<file path="src/rtl/chip_result_tx.sv">
// chip_result_tx: byte-serial transmitter that returns 128-bit AES result blocks
// over a 9-bit link (shakehand + tx[7:0]).
// Each 128-bit block is sent as 16 bytes, MSB byte first.
// Each byte is announced by one toggle of shakehand, framed by SETUP/HOLD windows.
// A GAP of idle cycles follows the last byte of each block.
// Optional feature: define CHIP_RESULT_TX_CHECKSUM_EN to append a 17th byte,
// the XOR of the 16 data bytes.
module chip_result_tx #(
  parameter int unsigned SETUP = 2,
  parameter int unsigned HOLD  = 4,
  parameter int unsigned GAP   = 8
) (
  input  logic         clk,
  input  logic         rst,
  input  logic [127:0] data_in,
  input  logic         data_valid,
  output logic         data_ready,
  output logic         shakehand,
  output logic [7:0]   tx,
  output logic         busy
);

  localparam int unsigned CNT_W  = 8;
  localparam int unsigned BCNT_W = 5;

  localparam logic [CNT_W-1:0] SETUP_END = CNT_W'(SETUP - 1);
  localparam logic [CNT_W-1:0] HOLD_END  = CNT_W'(HOLD - 1);
  localparam logic [CNT_W-1:0] GAP_END   = CNT_W'(GAP - 1);

  // Index of the final byte of a block; with the checksum it is one past the data
  localparam logic [BCNT_W-1:0] LAST_DATA = BCNT_W'(15);
`ifdef CHIP_RESULT_TX_CHECKSUM_EN
  localparam logic [BCNT_W-1:0] LAST = BCNT_W'(16);
`else
  localparam logic [BCNT_W-1:0] LAST = LAST_DATA;
`endif

  typedef enum logic [1:0] {
    S_IDLE  = 2'd0,
    S_SETUP = 2'd1,
    S_HOLD  = 2'd2,
    S_GAP   = 2'd3
  } state_t;

  state_t             state;
  logic [CNT_W-1:0]   cnt;
  logic [BCNT_W-1:0]  bcnt;
  logic [127:0]       sr;
`ifdef CHIP_RESULT_TX_CHECKSUM_EN
  logic [7:0]         csum;
`endif

  // Framing FSM: loads a block, steps through bytes, toggles shakehand, idles for GAP
  always_ff @(posedge clk or posedge rst) begin
    if (rst) begin
      state      <= S_IDLE;
      cnt        <= '0;
      bcnt       <= '0;
      sr         <= '0;
      tx         <= '0;
      shakehand  <= 1'b0;
      data_ready <= 1'b1;
      busy       <= 1'b0;
`ifdef CHIP_RESULT_TX_CHECKSUM_EN
      csum       <= '0;
`endif
    end else begin
      case (state)
        S_IDLE: begin
          if (data_valid && data_ready) begin
            sr         <= data_in;
            tx         <= data_in[127:120];
            bcnt       <= '0;
            cnt        <= '0;
            data_ready <= 1'b0;
            busy       <= 1'b1;
`ifdef CHIP_RESULT_TX_CHECKSUM_EN
            csum       <= '0;
`endif
            state      <= S_SETUP;
          end
        end

        S_SETUP: begin
          if (cnt == SETUP_END) begin
            shakehand <= ~shakehand;
            cnt       <= '0;
            state     <= S_HOLD;
          end else begin
            cnt <= cnt + CNT_W'(1);
          end
        end

        S_HOLD: begin
          if (cnt == HOLD_END) begin
            cnt <= '0;
            if (bcnt == LAST) begin
              state <= S_GAP;
            end else begin
              bcnt  <= bcnt + BCNT_W'(1);
              state <= S_SETUP;
`ifdef CHIP_RESULT_TX_CHECKSUM_EN
              // After the last data byte, send the running XOR folded with that byte
              if (bcnt == LAST_DATA) begin
                tx <= csum ^ sr[127:120];
              end else begin
                csum <= csum ^ sr[127:120];
                sr   <= sr << 8;
                tx   <= sr[119:112];
              end
`else
              sr <= sr << 8;
              tx <= sr[119:112];
`endif
            end
          end else begin
            cnt <= cnt + CNT_W'(1);
          end
        end

        S_GAP: begin
          if (cnt == GAP_END) begin
            cnt        <= '0;
            data_ready <= 1'b1;
            busy       <= 1'b0;
            state      <= S_IDLE;
          end else begin
            cnt <= cnt + CNT_W'(1);
          end
        end

        default: begin
          state <= S_IDLE;
        end
      endcase
    end
  end

endmodule

</file>
<file path="config.mk">
export PLATFORM = sky130hd
export DESIGN_NAME = chip_result_tx
export DESIGN_NICKNAME = d
export VERILOG_FILES = /design/src/rtl/chip_result_tx.sv
export SDC_FILE = /design/constraint.sdc
export NUM_CORES = 1
export LEC_CHECK = 0
export ABC_AREA = 0
export CAP_MARGIN = 10
export CORE_MARGIN = 2
export CORE_UTILIZATION = 56
export CTS_CLUSTER_SIZE = 10
export DETAILED_ROUTE_END_ITERATION = 12
export GPL_TIMING_DRIVEN = 0
export PLACE_DENSITY = 0.85
export SLEW_MARGIN = 30
export SYNTH_ARGS = -nofsm -noshare
export SYNTH_HDL_FRONTEND = slang
export SYNTH_SLANG_ARGS = --single-unit
</file>
<file path="constraint.sdc">
create_clock -name clk -period 9.6 [get_ports clk]
set_clock_uncertainty 0.05 [all_clocks]
set_input_delay 2.4 -clock clk [delete_from_list [all_inputs] [get_ports clk]]
set_output_delay 2.4 -clock clk [all_outputs]
set_load 0.02 [all_outputs]
</file>
==> impl_metrics.json, run 1 <==
{
  "holdWs_ns": 0.415,
  "drive_above_1_share_pct": 13.5,
  "die_w_microns": 118,
  "clockBufferDepth": 2,
  "multi_input_area_sq_um": 3350,
  "first_pass_iters": 5,
  "r2r_slack_ns": 6.98,
  "regArea_sq_um": 3650,
  "crit_chain": "clkdlybuf4s50_1 -> a21oi_1 -> or2_2 -> clkbuf_1 -> a21oi_4 -> buf_6 -> buf_6 -> mux2_2",
  "cts_hold_buf": 0,
  "post-route-util_pct": 74.9,
  "period_share_pct": 43.3,
  "yosysUniqueCellTypes": 42,
  "antenna_found_initial": 0,
  "rsz0062_at_grt": "false",
  "grt_pass1_vias": 5981,
  "slowest_stage": "clkdlybuf4s50_1",
  "synthArstFlopShare_pct": 100,
  "routedWlPerCell_microns": 14.8,
  "slowest_delay_ns": 0.51,
  "vias_per_cell": 5.18,
  "final_antenna_net_count": 0,
  "numClockSinks": 146,
  "critical-path-top-delay-family": "buffers and inverters",
  "maxCapViolations": 0,
  "r2r_start": "bcnt[0]",
  "hold_end": "shakehand",
  "rr_worst_depth": 9,
  "core_area_sq_um": 12700,
  "finalMaxSlewViolations": 0,
  "insertedDiodeCount": 0,
  "drt_wl_total_mm": 16.6,
  "status": "complete, no violations",
  "vdd_drop_max_mv": 0.139,
  "grt_usage_pct": 25.0,
  "drc": 0,
  "worstSetupPathType": "input port to flop",
  "min-delay-path-class": "flop to flop",
  "htree_levels": 4,
  "num_rows": 41,
  "grt_overflow": 0,
  "crit_path_start_kind": "input port",
  "max_freq_mhz": 241,
  "finalNetCount": 1068,
  "setup_viol": 0,
  "synthFlopType": "dfrtp_1",
  "dieHeight_microns": 118,
  "syn_to_final_growth_pct": 30.6,
  "slew_headroom_pct": 47.8,
  "cts_repair_resize_count": 0,
  "synth_area_sq_um": 7270,
  "synth_warnings": 0,
  "postCtsSetupBuffers": 0,
  "boundaryPins": 142,
  "crit_arrival_ns": 4.40,
  "cp_max_fo": 10,
  "cp_num_buf_inv": 4,
  "setup_tns_ns": 0,
  "clk_latency_ns": 0.41,
  "cts_tree": "built",
  "clkTransAtPathRegs_ns": 0.05,
  "dpl.hpwl_mm": 11.7,
  "period_needed_ns": 4.15,
  "cpMostUsedCell": "buf_6",
  "drtIter0Drc": 425,
  "synth_edf_count": 0,
  "numCtsBuffers": 17,
  "min_path_cells": 1,
  "via_count": 5796,
  "hold_violations": 0,
  "power_leakage_nw": 4.53,
  "place_congestion": 0.827,
  "reg2reg_to": "sr[64]",
  "syn_inst": 772,
  "cp-end-kind": "flop",
  "total_power_mw": 2.73,
  "ys_seq_area_share_pct": 50.3,
  "die-area_sq_um": 13900,
  "max_slew.worst_pin.slew_ns": 0.783,
  "hp-start": "shakehand",
  "synth_nets": 907,
  "syn_area_per_cell_sq_um": 9.42,
  "grt_start_max_net_pins": 83,
  "powerDensity_nw_per_um2": 287,
  "synth-seq-cells": 146,
  "initial_core_util_pct": 57.4,
  "n_fill_cell": 904,
  "portBuffers": 141,
  "worstPathRequired_ns": 9.84,
  "grt_pass1_wl_mm": 28.1,
  "cts-root-buf": "clkbuf_16"
}
## metal layers
layer  vias to the layer above  track usage (%)  routed length, microns
li1                       2838                -                       -
met5                         -                0                       0
met1                      2771             33.9                    7520
met3                        25             5.67                     767
met4                         0             7.53                     242
met2                       162             40.4                    8040
## metrics by stage
stage               worst slack, ns  cell area [sq um]  cells
global route                   5.35               9500   1118
global placement               1.22               8900   1085
CTS                            5.50               9490   1118
finish                         5.45               9500   1118
detailed placement             5.07               8930   1086
floorplan                      3.23               7270    772
## cell type report
cell class	count	area share, %
Sequential cell	146	38.5
Multi-Input combinational cell	572	35.2
Timing Repair Buffer	142	15.2
Clock buffer	25	5.01
Buffer	46	2.57
Tap cell	172	2.27
Clock inverter	7	0.896
Inverter	8	0.395
## Yosys cell counts, drive strengths merged, types with 2 or more instances
cell type	instances	area share (%)
a21boi	2	0.21
a21oi	2	0.29
a22o	9	1.1
a31oi	2	0.17
a41oi	2	0.24
and3	4	0.34
buf	19	2.0
clkbuf	27	1.4
dfrtp	145	50
ha	4	0.69
inv	8	0.41
mux2	122	19
mux2i	3	0.41
nand2	370	19
nand3	9	0.69
nor2	9	0.46
nor2b	2	0.17
nor3	3	0.21
o211ai	2	0.21
o21ai	8	0.55
o22a	2	0.24
or2	2	0.17
xnor2	2	0.24
## registers in the layout (all words and copies together) (netlist names)
name	count
shakehand	1
sr	120
data_ready	1
cnt	8
bcnt	5
tx	8
busy	1
state	2
## layout by cell type, fill, tap and decap left out, types with 7 or more instances in the layout
cell type	netlist	layout
buf_2	9	9
clkdlybuf4s50_1	0	141
clkbuf_1	27	33
nand2_1	370	370
nand3_1	8	8
dfrtp_1	145	145
clkbuf_16	0	17
nor2_1	9	9
a22o_1	9	9
mux2_2	76	76
o21ai_0	8	8
buf_6	8	8
inv_1	8	7
mux2_1	46	46
## worst reg2reg max path: cells and delay by family, from the launching register on
family                   cells  cell delay, ns
AO/OA/AOI/OAI                1            0.27
adder cells (fa/ha/maj)      2            0.44
buffers and inverters        2            0.39
flip-flops                   1            0.41
multiplexers                 1            0.35
AND/OR/NAND/NOR              3            0.59
## power by group
part	switching (mW)	total (mW)	leakage, nW	internal [mW]
clock network	0.237	0.631	0.279	0.394
registers	0.181	1.10	1.80	0.918
logic	0.504	0.996	2.45	0.493
## worst max path at each step
stage / from / slack, ns / to / depth (start not counted)
2_1_floorplan: rst / 3.23 / bcnt[0] / 1
3_3_place_gp: rst / 1.22 / sr[106] / 2
3_5_place_dp: data_valid / 5.07 / sr[64] / 8
4_1_cts: data_valid / 5.50 / sr[91] / 8
5_1_grt: data_valid / 5.35 / sr[34] / 8
6_report: data_valid / 5.45 / sr[64] / 8
## cell families after synthesis
logic type / count (synthesis) / share of synthesized area, %
buf+inv: 54 / 3.77
simple gates: 405 / 22.0
xor+xnor: 3 / 0.362
flops: 146 / 50.3
mux: 125 / 19.3
fa+ha+maj: 4 / 0.688
compound gates: 35 / 3.63
(Power assumes the default switching activity.)
==> run 2, diff against run 1 <==
--- a/config.mk
+++ b/config.mk
@@ -8,11 +8,11 @@
 export ABC_AREA = 0
 export CAP_MARGIN = 10
 export CORE_MARGIN = 2
-export CORE_UTILIZATION = 56
+export CORE_UTILIZATION = 52
 export CTS_CLUSTER_SIZE = 10
 export DETAILED_ROUTE_END_ITERATION = 12
 export GPL_TIMING_DRIVEN = 0
-export PLACE_DENSITY = 0.85
+export PLACE_DENSITY = 0.8
 export SLEW_MARGIN = 30
 export SYNTH_ARGS = -nofsm -noshare
 export SYNTH_HDL_FRONTEND = slang
==> constraint.sdc (replaced) <==
create_clock -name clk -period 4.1 [get_ports clk]
set_clock_uncertainty 0.05 [all_clocks]
set_input_delay 1.025 -clock clk [delete_from_list [all_inputs] [get_ports clk]]
set_output_delay 1.025 -clock clk [all_outputs]
set_load 0.02 [all_outputs]
==> impl_metrics.json, run 2 (synthesized netlist as in run 1, its figures left out) <==
{
  "insertedDiodeCount": 0,
  "die-area_sq_um": 14900,
  "status": "complete, no violations",
  "pre_cts_ws_ns": 0.919,
  "numCtsBuffers": 17,
  "powerDensity_nw_per_um2": 673,
  "max_slew.worst_pin.slew_ns": 0.869,
  "final_common_cell": "nand2_1",
  "reg_top3": "sr: 120 flops, cnt: 8 flops, tx: 8 flops",
  "slew_headroom_pct": 42.1,
  "post-route-util_pct": 70.1,
  "drtIter0Drc": 345,
  "finalMaxSlewViolations": 0,
  "first_pass_iters": 4,
  "portBuffers": 141,
  "postCtsSetupBuffers": 0,
  "grt_overflow": 0,
  "syn_to_final_growth_pct": 32.8,
  "clk_latency_ns": 0.42,
  "finalNetCount": 1072,
  "clkTransAtPathRegs_ns": 0.06,
  "hold_violations": 0,
  "min-delay-path-class": "flop to flop",
  "fin_ws_ns": 1.34,
  "htree_levels": 4,
  "cp-end-kind": "flop",
  "drive_above_1_share_pct": 14.4,
  "drt_wl_total_mm": 16.1,
  "boundaryPins": 142,
  "grt_start_max_net_pins": 31,
  "clockBufferDepth": 2,
  "slowest_delay_ns": 0.52,
  "final_antenna_net_count": 0,
  "initial_core_util_pct": 52.8,
  "cts_hold_buf": 0,
  "grt_usage_pct": 22.8,
  "dpl.hpwl_mm": 11.6,
  "dp_cells": 1098,
  "max_freq_mhz": 362,
  "final_cells": 1130,
  "slowest_stage": "clkdlybuf4s50_1",
  "rsz0062_at_grt": "false",
  "top_register": "sr",
  "cts-root-buf": "clkbuf_16",
  "vdd_drop_max_mv": 0.379,
  "num_rows": 43,
  "core_area_sq_um": 13800,
  "period_needed_ns": 2.76,
  "crit_arrival_ns": 3.01,
  "worstPathRequired_ns": 4.35,
  "die_w_microns": 122,
  "cp_max_fo": 10,
  "dieHeight_microns": 122,
  "crit_path_start_kind": "input port",
  "cpMostUsedCell": "buf_6",
  "period_share_pct": 67.4,
  "setup_viol": 0,
  "vias_per_cell": 5.09,
  "largest_reg_flops": 120,
  "power_leakage_nw": 4.58,
  "via_count": 5749,
  "drc": 0,
  "holdWs_ns": 0.418,
  "grt_pass1_vias": 5633,
  "final_cell_mix": "nand2_1, dfrtp_1, clkdlybuf4s50_1, mux2_2, mux2_1",
  "numClockSinks": 146,
  "crit_chain": "clkdlybuf4s50_1 -> a21oi_1 -> or2_2 -> clkbuf_1 -> a21oi_4 -> buf_6 -> buf_6 -> mux2_1",
  "worstSetupPathType": "input port to flop",
  "cts_repair_resize_count": 0,
  "grt_pass1_wl_mm": 26.4,
  "cts_tree": "built",
  "routedWlPerCell_microns": 14.3,
  "maxCapViolations": 0,
  "antenna_found_initial": 0,
  "place_congestion": 0.848
}
-- run 2: cell types whose count changed in the layout (fill, tap and decap cells not counted) --
cell	before	now
clkbuf_1	33	28
inv_8	1	0
clkbuf_8	2	6
clkinvlp_4	0	4
bufinv_16	2	3
clkinv_2	5	2
buf_12	0	4
-- run 2: worst paths after layout --
kind | startpoint | to | slack (ns) | cells past startpoint
worst max-delay path | data_valid | sr[46] | 1.34 | 8
worst min-delay path | shakehand | shakehand | 0.42 | 1
worst max register to register | bcnt[0] | sr[46] | 1.50 | 9
worst min register to register | shakehand | shakehand | 0.42 | 1
max in group asynchronous | rst | sr[10] | 2.24 | 5
min in group asynchronous | rst | sr[83] | 0.89 | 2
-- run 2: report_power, final --
part	total [mW]	internal (mW)	switching, mW	leakage [nW]
registers	2.56	2.15	0.413	1.80
clock network	1.63	1.05	0.576	0.304
logic	2.31	1.16	1.15	2.48
-- run 2: final cells by class --
class	count	area (sq um)
tap	180	225
inverter	8	33.8
buffer	46	244
clock inverter	8	123
sequential	146	3650
timing repair buffer	146	1520
fill	1088	4120
clock buffer	24	512
multi-input combinational	572	3350
-- run 2: worst max-delay path: cells and delay by family --
| family | cells | cell delay [ns] |
|---|---|---|
| muxes | 1 | 0.33 |
| and+or+nand+nor | 1 | 0.26 |
| buffers and inverters | 4 | 1.06 |
| AOI/OAI and AO/OA | 2 | 0.31 |
-- run 2: metrics by stage --
stage	area, sq um	setup TNS, ns	power, mW
2_1_floorplan	7270	0	4.15
3_3_place_gp	8910	-15.09	4.78
3_5_place_dp	9020	0	4.88
4_1_cts	9650	0	6.55
5_1_grt	9660	0	6.94
6_report	9660	0	6.50
-- run 2: layer usage --
layer / share of wire [%] / vias up / track usage, % / wire [microns]
li1: - / 2848 / - / -
met3: 5.1 / 32 / 4.18 / 826
met2: 47 / 164 / 35.8 / 7600
met4: 2.2 / 0 / 10.1 / 350
met5: 0 / - / 0 / 0
met1: 46 / 2705 / 30.9 / 7340
==> run 3, diff against run 2 <==
--- a/config.mk
+++ b/config.mk
@@ -8,11 +8,11 @@
 export ABC_AREA = 0
 export CAP_MARGIN = 10
 export CORE_MARGIN = 2
-export CORE_UTILIZATION = 52
+export CORE_UTILIZATION = 47
 export CTS_CLUSTER_SIZE = 10
 export DETAILED_ROUTE_END_ITERATION = 12
 export GPL_TIMING_DRIVEN = 0
-export PLACE_DENSITY = 0.8
+export PLACE_DENSITY = 0.76
 export SLEW_MARGIN = 30
 export SYNTH_ARGS = -nofsm -noshare
 export SYNTH_HDL_FRONTEND = slang
==> constraint.sdc (replaced) <==
create_clock -name clk -period 2.44 [get_ports clk]
set_clock_uncertainty 0.05 [all_clocks]
set_input_delay 0.61 -clock clk [delete_from_list [all_inputs] [get_ports clk]]
set_output_delay 0.61 -clock clk [all_outputs]
set_load 0.02 [all_outputs]
==> impl_metrics.json, run 3 (synthesized netlist as in run 1, its figures left out) <==
{
  "period_share_pct": 98.4,
  "design_area_sq_um": 10100,
  "final_cells": 1150,
  "status": "complete, no violations",
  "finalMaxSlewViolations": 0,
  "slew_headroom_pct": 56.3,
  "initial_core_util_pct": 48.0,
  "place_area_sq_um": 9030,
  "drive_above_1_share_pct": 18.4,
  "cp_max_fo": 6,
  "die_w_microns": 128,
  "final_cell_mix": "nand2_1, dfrtp_1, clkdlybuf4s50_1, mux2_2, mux2_4",
  "drt_wl_total_mm": 17.9,
  "rsz0062_at_grt": "true",
  "first_pass_iters": 4,
  "grt_usage_pct": 21.8,
  "drtIter0Drc": 286,
  "grt_pass1_vias": 5863,
  "routedWlPerCell_microns": 15.5,
  "boundaryPins": 142,
  "reg_top3": "sr: 120 flops, cnt: 8 flops, tx: 8 flops",
  "grt_pass1_wl_mm": 28.1,
  "vias_per_cell": 5.12,
  "final_antenna_net_count": 0,
  "syn_to_final_growth_pct": 39.3,
  "top_register": "sr",
  "powerDensity_nw_per_um2": 1150,
  "worstPathRequired_ns": 2.69,
  "max_slew.worst_pin.slew_ns": 0.647,
  "power_leakage_nw": 4.79,
  "cts-root-buf": "clkbuf_16",
  "num_rows": 45,
  "grt_overflow": 0,
  "via_count": 5884,
  "clk_latency_ns": 0.43,
  "crit_path_start_kind": "input port",
  "htree_levels": 4,
  "grt_start_max_net_pins": 30,
  "final_common_cell": "nand2_1",
  "dpl.hpwl_mm": 12.3,
  "hold_violations": 0,
  "largest_reg_flops": 120,
  "place_congestion": 0.817,
  "cp-end-kind": "flop",
  "antenna_found_initial": 0,
  "cts_tree": "built",
  "numCtsBuffers": 17,
  "crit_arrival_ns": 2.66,
  "portBuffers": 141,
  "dieHeight_microns": 128,
  "insertedDiodeCount": 0,
  "finalNetCount": 1084,
  "maxCapViolations": 0,
  "die-area_sq_um": 16500,
  "worstSetupPathType": "input port to flop",
  "dp_cells": 1106,
  "n_fill_cell": 1190,
  "core_area_sq_um": 15100,
  "period_needed_ns": 2.40,
  "clkTransAtPathRegs_ns": 0.06,
  "vdd_drop_max_mv": 0.496,
  "clockBufferDepth": 2,
  "max_freq_mhz": 416,
  "drc": 0,
  "cts_hold_buf": 0,
  "setup_viol": 0,
  "numClockSinks": 146,
  "min-delay-path-class": "flop to flop"
}
## run 3: cell count changes in the layout (fill, tap and decap cells not counted), sizes merged
cell / change
clkinv: +2
clkinvlp: -2
bufinv: +1
buf: +5
clkbuf: +6
## run 3: metrics by stage
stage / utilization (%) / TNS, ns / hold slack, ns / worst slack, ns / total power, mW
after floorplan: - / -7.57 / 0.408 / -0.0522 / 6.97
after global placement: 58.9 / -234.00 / 0.407 / -1.38 / 8.06
after detailed placement: 59.7 / -36.36 / 0.411 / -0.350 / 8.25
after CTS: 64.4 / 0 / 0.418 / 0.0202 / 11.2
after global routing: 66.9 / -0.434 / 0.432 / -0.0402 / 12.4
final: 66.9 / 0 / 0.419 / 0.0381 / 11.7
## run 3: critical path, stage by stage
cell and delay, ns:
clkdlybuf4s50_1 0.51, a21oi_1 0.08, or2_2 0.26, clkbuf_1 0.18, a21oi_4 0.23, buf_12 0.17
buf_16 0.14, clkbuf_16 0.14, mux2_1 0.33
## run 3: routing by layer
layer | part of all wire [%] | routed length (microns) | global-route usage (%) | up-vias
met4 | 1.9 | 346 | 7.95 | 0
met3 | 5.3 | 946 | 4.37 | 27
met5 | 0 | 0 | 0 | -
met1 | 45 | 8050 | 29.0 | 2826
li1 | - | - | - | 2877
met2 | 48 | 8520 | 35.8 | 154
## run 3: worst paths after layout
check	cells past startpoint	slack, ns	endpoint	start
max reg2reg	10	0.04	sr[68]	bcnt[1]
max in group asynchronous	5	0.81	sr[8]	rst
min in group asynchronous	2	0.57	sr[81]	rst
min	1	0.42	shakehand	shakehand
max	9	0.04	sr[68]	data_valid
min reg2reg	1	0.42	shakehand	shakehand
## run 3: timing repair
item                                   4_1_cts  5_1_grt
pin swaps                                    2        4
setup endpoints to repair                  118      118
gates resized for setup                      9       55
gates cloned                                 1        5
buffers inserted                             3        4
endpoints found under the hold margin        0        0
## run 3: report_power, final
part | internal [mW] | switching [mW]
combinational | 2.41 | 2.11
clock | 1.82 | 0.988
sequential | 3.61 | 0.727
total | 7.84 | 3.83
## run 3: cell type report
| type | instances | area (sq um) | area share (%) |
|---|---|---|---|
| sequential | 146 | 3650 | 36.1 |
| multi-input combinational | 572 | 3500 | 34.5 |
| timing repair buffer | 159 | 1750 | 17.3 |
| clock buffer | 23 | 488 | 4.82 |
| buffer | 45 | 322 | 3.17 |
| tap | 188 | 235 | 2.32 |
| clock inverter | 9 | 151 | 1.49 |
| inverter | 8 | 33.8 | 0.334 |
